--- config.mk ---
export PLATFORM = sky130hd
export DESIGN_NAME = fifo_drain_control
export DESIGN_NICKNAME = d
export VERILOG_FILES = /design/src/rtl/fifo_drain_control.sv
export SDC_FILE = /design/constraint.sdc
export NUM_CORES = 1
export LEC_CHECK = 0
export BUFFER_PORTS_ARGS = -buffer_cell sky130_fd_sc_hd__buf_2
export CELL_PAD_IN_SITES_DETAIL_PLACEMENT = 0
export CELL_PAD_IN_SITES_GLOBAL_PLACEMENT = 1
export CORE_MARGIN = 10
export CORE_UTILIZATION = 42
export CTS_BUF_LIST = sky130_fd_sc_hd__clkbuf_16
export DETAILED_ROUTE_END_ITERATION = 10
export GPL_TIMING_DRIVEN = 0
export HOLD_SLACK_MARGIN = 0.06
export PLACE_DENSITY = 0.79
export SYNTH_ARGS = -nofsm -noshare
export SYNTH_HDL_FRONTEND = slang
export SYNTH_SLANG_ARGS = --single-unit
--- constraint.sdc ---
create_clock -name clk -period 2.15 [get_ports clk]
set_input_delay 0.215 -clock clk [delete_from_list [all_inputs] [get_ports clk]]
set_output_delay 0.215 -clock clk [all_outputs]
set_load 0.005 [all_outputs]
--- src/rtl/fifo_drain_control.sv ---
// Drains one result tile from the column FIFOs (flat or deskewed) and emits unified-buffer row writes; optional abort under FIFO_DRAIN_ABORT_EN.
// Latency: first read 1 cycle after start, first write 1 cycle after column FIFO_WIDTH-1 is read, done 1 cycle after the tail write.
// Backpressure: none; start is accepted only in IDLE, and a drain runs at full rate until it completes, is aborted, or is reset.
module fifo_drain_control #(
    parameter int FIFO_WIDTH = 16,
    parameter int DEPTH      = 16,
    parameter int ADDR_WIDTH = 8
) (
    input  logic                  clk,
    input  logic                  reset,
    input  logic                  start,
    input  logic                  deskew,
    input  logic [ADDR_WIDTH-1:0] base_addr,
`ifdef FIFO_DRAIN_ABORT_EN
    input  logic                  abort,
`endif
    output logic [FIFO_WIDTH-1:0] fifo_rd_en,
    output logic                  mem_wr_en,
    output logic [ADDR_WIDTH-1:0] mem_wr_addr,
    output logic                  busy,
    output logic                  done
);

    localparam int CW = $clog2(DEPTH + FIFO_WIDTH) + 1;

    typedef enum logic [1:0] {S_IDLE, S_DRAIN, S_TAIL, S_DONE} state_t;

    state_t                state;
    logic [CW-1:0]         cnt;
    logic [CW-1:0]         last_cnt;
    logic                  deskew_q;
    logic [ADDR_WIDTH-1:0] base_q;
    logic [ADDR_WIDTH-1:0] row;
    logic                  abort_i;

`ifdef FIFO_DRAIN_ABORT_EN
    assign abort_i = abort && (state == S_DRAIN || state == S_TAIL);
`else
    assign abort_i = 1'b0;
`endif

    assign last_cnt = deskew_q ? CW'(DEPTH + FIFO_WIDTH - 2) : CW'(DEPTH - 1);

    // In deskew mode column i lags column 0 by i cycles, following the array's diagonal output.
    always_comb begin
        fifo_rd_en = '0;
        if (state == S_DRAIN && !abort_i) begin
            for (int i = 0; i < FIFO_WIDTH; i++) begin
                if (deskew_q)
                    fifo_rd_en[i] = (cnt >= CW'(i)) && (cnt <= CW'(i + DEPTH - 1));
                else
                    fifo_rd_en[i] = (cnt <= CW'(DEPTH - 1));
            end
        end
    end

    always_ff @(posedge clk) begin
        if (reset) begin
            state       <= S_IDLE;
            cnt         <= '0;
            deskew_q    <= 1'b0;
            base_q      <= '0;
            row         <= '0;
            mem_wr_en   <= 1'b0;
            mem_wr_addr <= '0;
            busy        <= 1'b0;
            done        <= 1'b0;
        end else begin
            // The last column completes each row, so its read data marks the row write.
            mem_wr_en <= fifo_rd_en[FIFO_WIDTH-1];
            if (fifo_rd_en[FIFO_WIDTH-1]) begin
                mem_wr_addr <= base_q + row;
                row         <= row + 1'b1;
            end
            done <= 1'b0;
            case (state)
                S_IDLE: begin
                    if (start) begin
                        state    <= S_DRAIN;
                        deskew_q <= deskew;
                        base_q   <= base_addr;
                        cnt      <= '0;
                        row      <= '0;
                        busy     <= 1'b1;
                    end
                end
                S_DRAIN: begin
                    cnt <= cnt + 1'b1;
                    if (abort_i) begin
                        state <= S_DONE;
                        done  <= 1'b1;
                    end else if (cnt == last_cnt) begin
                        state <= S_TAIL;
                    end
                end
                S_TAIL: begin
                    state <= S_DONE;
                    done  <= 1'b1;
                end
                S_DONE: begin
                    state <= S_IDLE;
                    busy  <= 1'b0;
                end
                default: begin
                    state <= S_IDLE;
                    busy  <= 1'b0;
                end
            endcase
        end
    end

endmodule

==> flow_results.org, run 1 <==
** Setup path
- Crit Reg-Reg Startpoint :: row[0]
- Endpoint of the most critical register-to-register path :: mem_wr_addr[6]
- Endpoint kind of the worst setup timing path :: primary output
- By startpoint and endpoint, the worst setup path is classified as register to primary output.
- Critical path peak fanout :: 10
- CP required :: 1930 ps
- Data on the critical path arrives at its endpoint at around 1900 ps.
- For flop-to-flop paths, the worst setup slack is between 80 and 90 ps.
- Type of origin of the critical path :: register
- FF-to-FF path depth :: 7

** Cells and area
- Finished Core Util :: a little over half
- Share of cells above drive strength 1 :: 22.0%
- Most common cell after layout, fill and taps aside :: sky130_fd_sc_hd__nand2_1
- The top cell types in the final layout, fill and taps aside, are 43 x sky130_fd_sc_hd__nand2_1, 37 x sky130_fd_sc_hd__buf_2, 34 x sky130_fd_sc_hd__dfxtp_1.
- Count of antenna diodes in the layout :: 0
- The final layout contains 391 nets.
- Relative to the synthesized area, the layout overhead comes to 21.2%.

** Timing
- Unrepaired setup endpoints after global routing :: no
- The smallest clock period supported by the final layout is computed as ~2100 ps.
- Of the available clock period, the critical path in the final layout requires 95.9%.
- Measured against its own limit, the worst slew margin works out to around 62%.
- Count of pins over their slew limit :: 0
- Hold is met by 144 ps.
- Final worst clock skew :: roughly 2.7 ps
- Once routing completed, OpenROAD measured the worst setup slack at between 80 and 90 ps.
- For this run, the top clock speed supported by timing is 0.485 GHz.
- Setup violations remaining at the end of the flow were counted as 0.
- Pin slew with the least headroom to its limit :: 565 ps
- Final count of hold timing violations :: 0

** Clocking
- The cell sitting at the root of the clock tree is a sky130_fd_sc_hd__clkbuf_16.
- Max Root-Sink Buffers :: 2
- Worst-path clk slew :: ~60 ps
- TritonCTS built the clock tree.
- Clock Latency Late Sink :: around 280 ps
- Clock tree synthesis inserted a total of 5 buffers.
- Total number of H-tree levels :: 2
- In this run, post-CTS hold repair placed 0 buffers.
- # clock sinks :: 36

** Detailed routing
- In the routed layout, each cell is associated on average with a via count of ~5.6.
- Pre-Repair DR Iteration Count :: 4
- Number of design-rule violations left by the first detailed-router iteration :: about 120
- Vias :: 2,430
- DRC violation count after routing :: 0
- After detailed routing, the total wire length is roughly 7.0 mm.
- In the final routed layout, each cell accounts on average for 16.1 um.
- Antenna Violating Nets Remaining :: 0

** Synth
- The portion of synthesized area spent on multiplexers is under 10%.
- Flip-flop and latch count after synthesis :: 36
- For this run, asynchronously set or reset flops after synthesis account for 0%.
- The synthesized design contains 0 enable-type register cells.
- A synthesized cell averages around 8 um2.
- Post-Synthesis Net Count :: 345
- Total of warnings raised by yosys :: 0
- Summing the areas of all fa, ha and maj instances in the mapped netlist gives between 8 and 9% of the synthesized area.
- After technology mapping, the gate count stands at 316.
- The cell area that synthesis handed to floorplanning was 2470 um2.
- The synthesized netlist devotes around a quarter of its cell area to simple gates.
- The share of the Yosys chip area taken by registers is 29.2%.
- Prevailing post-synth register cell :: sky130_fd_sc_hd__dfxtp_1
- Synth Area in Compound Gates :: 25.3%
- After Yosys synthesis, XOR and XNOR cells account for ~2.1% of the synthesized area.
- The netlist uses 53 different library cells.
- Combinational family with the most area after synthesis :: compound AO/OA/AOI/OAI gates

** Power and ir drop
- Cell leakage power :: ~0.0013 uW
- Proportion of power drawn by combinational gates :: 48.4%
- Net switching component of the power :: 1230 uW
- In this run switching power makes up slightly below 40% of total power.
- The clock network burns between 20% and 30% of the power.
- Int Power :: ~1900 uW
- VDD sags by at most about 0.74 mV.
- Pwr per Cell Area :: roughly 1000 nW/um2
- Registers are responsible for between 20 and 30% of the overall power.

** Global routing
- The number of global-route vias before repair is roughly 2.2k.
- Entering global routing, the biggest net connects 13 pins.
- Across every metal layer, demand over resource in global routing totals between 10% and 20%.
- Residual overflow from global routing :: 0
- The number of antenna violations at the first check in global routing came to 0.
- The first global-routing pass estimated between 10 and 15 mm of wire.

** Floorplanning
- Effective utilization at floorplan :: between 40% and 50%
- The initialized floorplan defines 27 standard-cell rows.
- The die covers slightly above 9000 um2.
- Die H :: around 97 um
- During I/O placement, the number of pins put on the boundary was 39.
- Chip Width :: a little under 100 um
- After floorplanning, the core was sized to cover between 5000 and 6000 um2.

** Placement
- Routability-driven placement finished with a final weighted congestion of around 0.9.
- OpenSTA, run right after detailed placement, puts the worst setup slack at -131 ps.
- Count of buffers inserted at the top-level ports :: 37
- Half-perimeter wire length after placement :: between 5 and 6 mm

** Hold path
- Worst Hold Launch :: reset
- Type of the most critical hold path :: input port to register
- Terminating pin of the worst hold path :: mem_wr_addr[7]
- Along the worst hold path, the cell count comes to 2.

** Outcome
- Run status :: finished clean

** Flow run
- Maxcap violations :: 0
[critical path, stage by stage (launching register included)]
cell and delay, ps:
sky130_fd_sc_hd__dfxtp_1 330, sky130_fd_sc_hd__buf_6 130, sky130_fd_sc_hd__clkbuf_1 370, sky130_fd_sc_hd__o21ai_0 180, sky130_fd_sc_hd__a221oi_1 380, sky130_fd_sc_hd__buf_2 180
[power groups by stage]
stage | logic (uW) | registers, uW | clock network [uW]
2_1_floorplan | 898 | 855 | 0
5_1_grt | 1670 | 885 | 758
4_1_cts | 1420 | 858 | 732
6_report | 1490 | 869 | 725
3_5_place_dp | 1370 | 871 | 0
3_3_place_gp | 1370 | 871 | 0
[Yosys cell counts (5+ instances only)]
master | instances | area, um2
sky130_fd_sc_hd__nand2_1 | 43 | 161
sky130_fd_sc_hd__dfxtp_1 | 36 | 721
sky130_fd_sc_hd__a21oi_1 | 32 | 160
sky130_fd_sc_hd__nor2_1 | 19 | 71.3
sky130_fd_sc_hd__ha_1 | 16 | 200
sky130_fd_sc_hd__o21ai_0 | 16 | 80.1
sky130_fd_sc_hd__inv_1 | 15 | 56.3
sky130_fd_sc_hd__nand3_1 | 15 | 75.1
sky130_fd_sc_hd__clkbuf_1 | 13 | 48.8
sky130_fd_sc_hd__o31ai_1 | 7 | 52.6
sky130_fd_sc_hd__a21o_1 | 6 | 45.0
sky130_fd_sc_hd__nor2b_1 | 6 | 37.5
sky130_fd_sc_hd__nor3_1 | 6 | 30.0
sky130_fd_sc_hd__a211o_1 | 5 | 43.8
sky130_fd_sc_hd__mux2i_1 | 5 | 50.1
[what timing repair did]
item                       4_1_cts  5_1_grt
hold endpoints to repair         0        0
buffers inserted                 0        3
setup endpoints to repair       16       17
resized for setup                8       19
[through the flow]
stage / total power, uW / area, um2 / std cells / setup TNS, ps
2_1_floorplan: 1750 / 2470 / 316 / 0
3_3_place_gp: 2240 / 2740 / 425 / -291
3_5_place_dp: 2250 / 2740 / 425 / -313
4_1_cts: 3010 / 2910 / 432 / -12.6
5_1_grt: 3310 / 2990 / 435 / 0
6_report: 3090 / 2990 / 435 / 0
[metal layers]
metal,vias to the layer above,track usage [%],wire [um]
met1,1116,20.6,3660
met3,8,4.19,442
li1,1232,-,-
met2,74,19.2,2840
met4,0,3.72,59
met5,-,0,0
[registers in the layout, indices dropped and copies added, names as in the netlist]
signal,flops
base_q,8
mem_wr_addr,8
row,8
cnt,6
state,2
busy,1
deskew_q,1
done,1
mem_wr_en,1
[area by class of cell]
| type | count | area [um2] |
|---|---|---|
| buffer | 22 | 173 |
| clock buffer | 5 | 125 |
| clock inverter | 3 | 18.8 |
| fill | 581 | 2620 |
| inverter | 15 | 56.3 |
| multi-input combinational | 242 | 1600 |
| sequential | 36 | 723 |
| tap | 72 | 90.1 |
| timing repair buffer | 40 | 208 |
[how the worst max path moves through the flow]
stage              from              to
3_3_place_gp   state[1]  fifo_rd_en[11]
4_1_cts          cnt[0]  fifo_rd_en[15]
3_5_place_dp   state[1]  fifo_rd_en[11]
6_report         cnt[2]  fifo_rd_en[11]
5_1_grt          row[0]  mem_wr_addr[6]
2_1_floorplan    row[0]  mem_wr_addr[6]
[logic make-up (layout without fill, tap and decap cells)]
group                      after synthesis  after routing
and+or+nand+nor                        119            119
AOI/OAI and AO/OA                       95             95
buffers and inverters                   38             85
DFF                                     36             36
adders and majority gates               17             17
xor gates and xnor gates                 6              6
muxes                                    5              5
No activity file was read; power rests on OpenSTA's default activity.
==> run 2, diff against run 1 <==
--- a/config.mk
+++ b/config.mk
@@ -5,11 +5,12 @@
 export SDC_FILE = /design/constraint.sdc
 export NUM_CORES = 1
 export LEC_CHECK = 0
+export ABC_AREA = 1
 export BUFFER_PORTS_ARGS = -buffer_cell sky130_fd_sc_hd__buf_2
-export CELL_PAD_IN_SITES_DETAIL_PLACEMENT = 0
+export CELL_PAD_IN_SITES_DETAIL_PLACEMENT = 1
 export CELL_PAD_IN_SITES_GLOBAL_PLACEMENT = 1
 export CORE_MARGIN = 10
-export CORE_UTILIZATION = 42
+export CORE_UTILIZATION = 40
 export CTS_BUF_LIST = sky130_fd_sc_hd__clkbuf_16
 export DETAILED_ROUTE_END_ITERATION = 10
 export GPL_TIMING_DRIVEN = 0
==> constraint.sdc (replaced) <==
create_clock -name clk -period 2.31 [get_ports clk]
set_input_delay 0.231 -clock clk [delete_from_list [all_inputs] [get_ports clk]]
set_output_delay 0.231 -clock clk [all_outputs]
set_load 0.005 [all_outputs]
==> run 2 against run 1 <==
Routed wire length grew 0.64%. Worst hold slack better by 68 ps. Sequential power is 4.8% lower. Count of clock-buffer cells in the layout unchanged. Critical path depth increased by 2. Register-to-register slack improved by 330 ps. Setup slack got worse by 43 ps. Die area shrank 2.1%. Via count decreased by 1.4%. Critical endpoint is now fifo_rd_en[5].
==> flow_results.org, run 2 <==
** Placement
- Count of buffers inserted at the top-level ports :: 37
- The wire-length estimate of the detail-placed layout is between 5 and 6 mm.
- Worst slack at placement :: about 220 ps
- Final GP Congestion :: 0.903

** Cells and area
- The largest registers in the layout are base_q (8), mem_wr_addr (8), row (8).
- From synthesis to final layout, the design area changed by 18.4%.
- Leaving out fill and tap cells, the most frequent cell in the layout is sky130_fd_sc_hd__nand2_1.
- The repair_antennas step left the layout with diodes totalling 0.
- Finished Core Util :: 48.9%
- For this run, the post-layout net count is a little over 400.
- The top cell types in the final layout, fill and taps aside, are 59 x sky130_fd_sc_hd__nand2_1, 49 x sky130_fd_sc_hd__nor2_1, 39 x sky130_fd_sc_hd__buf_2.
- Share of cells above drive strength 1 :: about 16%

** Setup path
- At the worst endpoint, the arrival time is approximately 2000 ps.
- In this run the critical register-to-register path is captured at cnt[3].
- The startpoint identified for the worst register-to-register timing path is state[1].
- The worst register-to-register path has a setup slack of 420 ps.
- Of all nets on the critical path, the largest fanout is 10.
- The worst setup path is captured at a primary output.
- Critical path start-end classification :: register to primary output
- The worst register-to-register path has a depth of 9.
- Type of origin of the critical path :: register
- CP required :: 2080 ps

** Detailed routing
- Vias :: approximately 2.4k
- Antenna Violating Nets Remaining :: 0
- Pre-Repair DR Iteration Count :: 4
- Number of design-rule violations left by the first detailed-router iteration :: between 100 and 150
- Drt via density :: approximately 5.3
- Summed over all layers, the routed wires come to roughly 7 mm.
- Routed len/inst :: 15.5 um
- For this run, design rule violations remaining after detail routing come to 0.

** Hold path
- The min-delay analysis places its worst path in the category input port to register.
- Terminating pin of the worst hold path :: base_q[2]
- Worst Hold Launch :: base_addr[2]
- Hold Crit Depth :: 3

** Power and ir drop
- Combinational logic burns roughly two fifths of the power.
- Registers are responsible for about a third of the overall power.
- Dividing total power by cell area gives a power density of a little over 900 nW/um2.
- The clock network burns a little over a quarter of the power.
- VDD sags by at most 0.617 mV.
- The internal portion of the total power is between 1000 and 1500 uW.
- Net switching component of the power :: 955 uW
- In this run switching power makes up 38.9% of total power.
- Cell leakage power :: roughly 0.0013 uW

** Clocking
- Clock tree synthesis found a total of 36 sinks.
- Root buffer cell :: sky130_fd_sc_hd__clkbuf_16
- TritonCTS created 5 clock buffers.
- At the later pin of the worst-skew pair, clock insertion delay measures about 280 ps.
- Resize count post-CTS :: 0
- Post-CTS Setup Repair Bufs :: 0
- TritonCTS built the clock tree.
- Worst-path clk slew :: 50 ps
- Max Root-Sink Buffers :: 2
- Number of buffers added to fix hold violations after cts :: 0
- The H-tree was split into 2 levels.

** Global routing
- The first global-routing pass estimated between 10 and 15 mm of wire.
- Entering global routing, the biggest net connects 12 pins.
- Vias in the first global route :: ~2.4k
- In the global route stage, overall resource usage came out at roughly 16%.
- The number of antenna violations at the first check in global routing was 0.
- Global routing finished with a remaining overflow of 0.

** Synth
- The synthesized netlist contains 38 unique library cells.
- Number of flops mapped to enable cells by yosys :: 0
- Total of warnings raised by yosys :: 0
- By area the synthesized netlist is led by sky130_fd_sc_hd__dfxtp_1 31%, sky130_fd_sc_hd__nand2_1 9.8%, sky130_fd_sc_hd__ha_1 8.7%.
- In the synthesized netlist, the cells that appear most often are 60 x sky130_fd_sc_hd__nand2_1, 49 x sky130_fd_sc_hd__nor2_1, 37 x sky130_fd_sc_hd__a21oi_1.
- Synth top area share :: a little under a third
- Post-synthesis area per instance :: just under 7 um2
- Post-Synthesis Net Count :: between 300 and 400
- The most common cell in the synthesized netlist is sky130_fd_sc_hd__nand2_1.
- Post-synthesis instance area :: around 2300 um2
- After synthesis the netlist holds a flip-flop and latch count of 36.
- Among all flip-flop cells after synthesis, the most frequent one is sky130_fd_sc_hd__dfxtp_1.
- After technology mapping, the gate count stands at 338.
- Leading area contributor after synthesis :: sky130_fd_sc_hd__dfxtp_1
- After synthesis, the share of flip-flops with an asynchronous set or reset is 0%.
- Sequential elements use 31.5% of the synthesized area.

** Floorplanning
- Chip Width :: 95.6 um
- Pin placement for this block handled 39 I/O pins.
- The initial utilization of the core area, before any placement, comes to around two fifths.
- The region available for standard cell placement spans 5540 um2.
- Area of the die :: 9150 um2
- After floorplanning, the core was divided into 27 placement rows.
- Die H :: 95.6 um

** Timing
- After routing, the total negative slack on setup checks comes to 0 ps.
- Share of the clock period used by the worst path after layout :: a little over nine tenths
- Final critical path time including I/O delays and setup :: 2270 ps
- Setup slack on the critical path of the routed design comes to ~45 ps.
- Final count of hold timing violations :: 0
- The number of max-slew violations in the final report was 0.
- Maximum clock frequency :: between 0.4 and 0.5 GHz
- Between clock sinks in the finished design, the worst skew comes to around 4.1 ps.
- Headroom to the max-slew limit :: 60.8%
- Unrepaired setup endpoints after global routing :: yes
- Setup violations remaining at the end of the flow were counted as 0.
- Pin slew with the least headroom to its limit :: around 600 ps

** Flow run
- Maxcap violations :: 0

** Outcome
- The run finished with clean final reports.
[run 2: cell type report]
cell class	count	area, um2
Sequential cell	36	722
Multi-Input combinational cell	254	1370
Inverter	38	143
Buffer	10	58.8
Fill cell	762	2830
Timing Repair Buffer	37	185
Clock inverter	3	13.8
Tap cell	72	90.1
Clock buffer	5	125
[run 2: power groups by stage]
stage / Combinational (uW) / Sequential (uW) / Clock (uW)
after floorplan: 636 / 822 / 0
after global placement: 955 / 835 / 0
after detailed placement: 989 / 836 / 0
after CTS: 997 / 828 / 654
after global routing: 1150 / 844 / 675
final: 985 / 827 / 639
[run 2: layer usage]
metal | vias to the layer above | wire [um] | global-route usage (%)
met5 | - | 0 | 0
met4 | 0 | 72 | 3.19
met3 | 9 | 351 | 3.46
met2 | 56 | 3270 | 26.1
met1 | 1126 | 3350 | 21.2
li1 | 1204 | - | -
[run 2: cell families after synthesis]
family          synth area share [%]
compound gates                  19.2
fa+ha+maj                       9.62
xor+xnor                        3.06
buf+inv                         8.80
flops                           31.5
simple gates                    27.8
[run 2: how the worst max path moves through the flow]
stage	from	to	slack [ps]
finish	cnt[3]	fifo_rd_en[5]	40
global route	state[1]	fifo_rd_en[10]	-100
CTS	cnt[4]	fifo_rd_en[5]	100
detailed placement	state[1]	cnt[3]	220
global placement	state[1]	cnt[3]	270
floorplan	state[1]	fifo_rd_en[10]	720
[run 2: through the flow]
step,total power [uW],cells,hold WS [ps],cell area [um2]
floorplan,1460,338,398,2290
global placement,1790,447,449,2560
detailed placement,1820,447,458,2560
CTS,2480,455,211,2700
global route,2660,455,236,2710
finish,2450,455,212,2710
[run 2: critical path, stage by stage, from the launching register on]
cell,delay (ps)
sky130_fd_sc_hd__dfxtp_1,310
sky130_fd_sc_hd__buf_4,170
sky130_fd_sc_hd__inv_1,200
sky130_fd_sc_hd__nand2_1,120
sky130_fd_sc_hd__o21ai_0,460
sky130_fd_sc_hd__o21ai_0,170
sky130_fd_sc_hd__a21oi_1,180
sky130_fd_sc_hd__buf_2,140
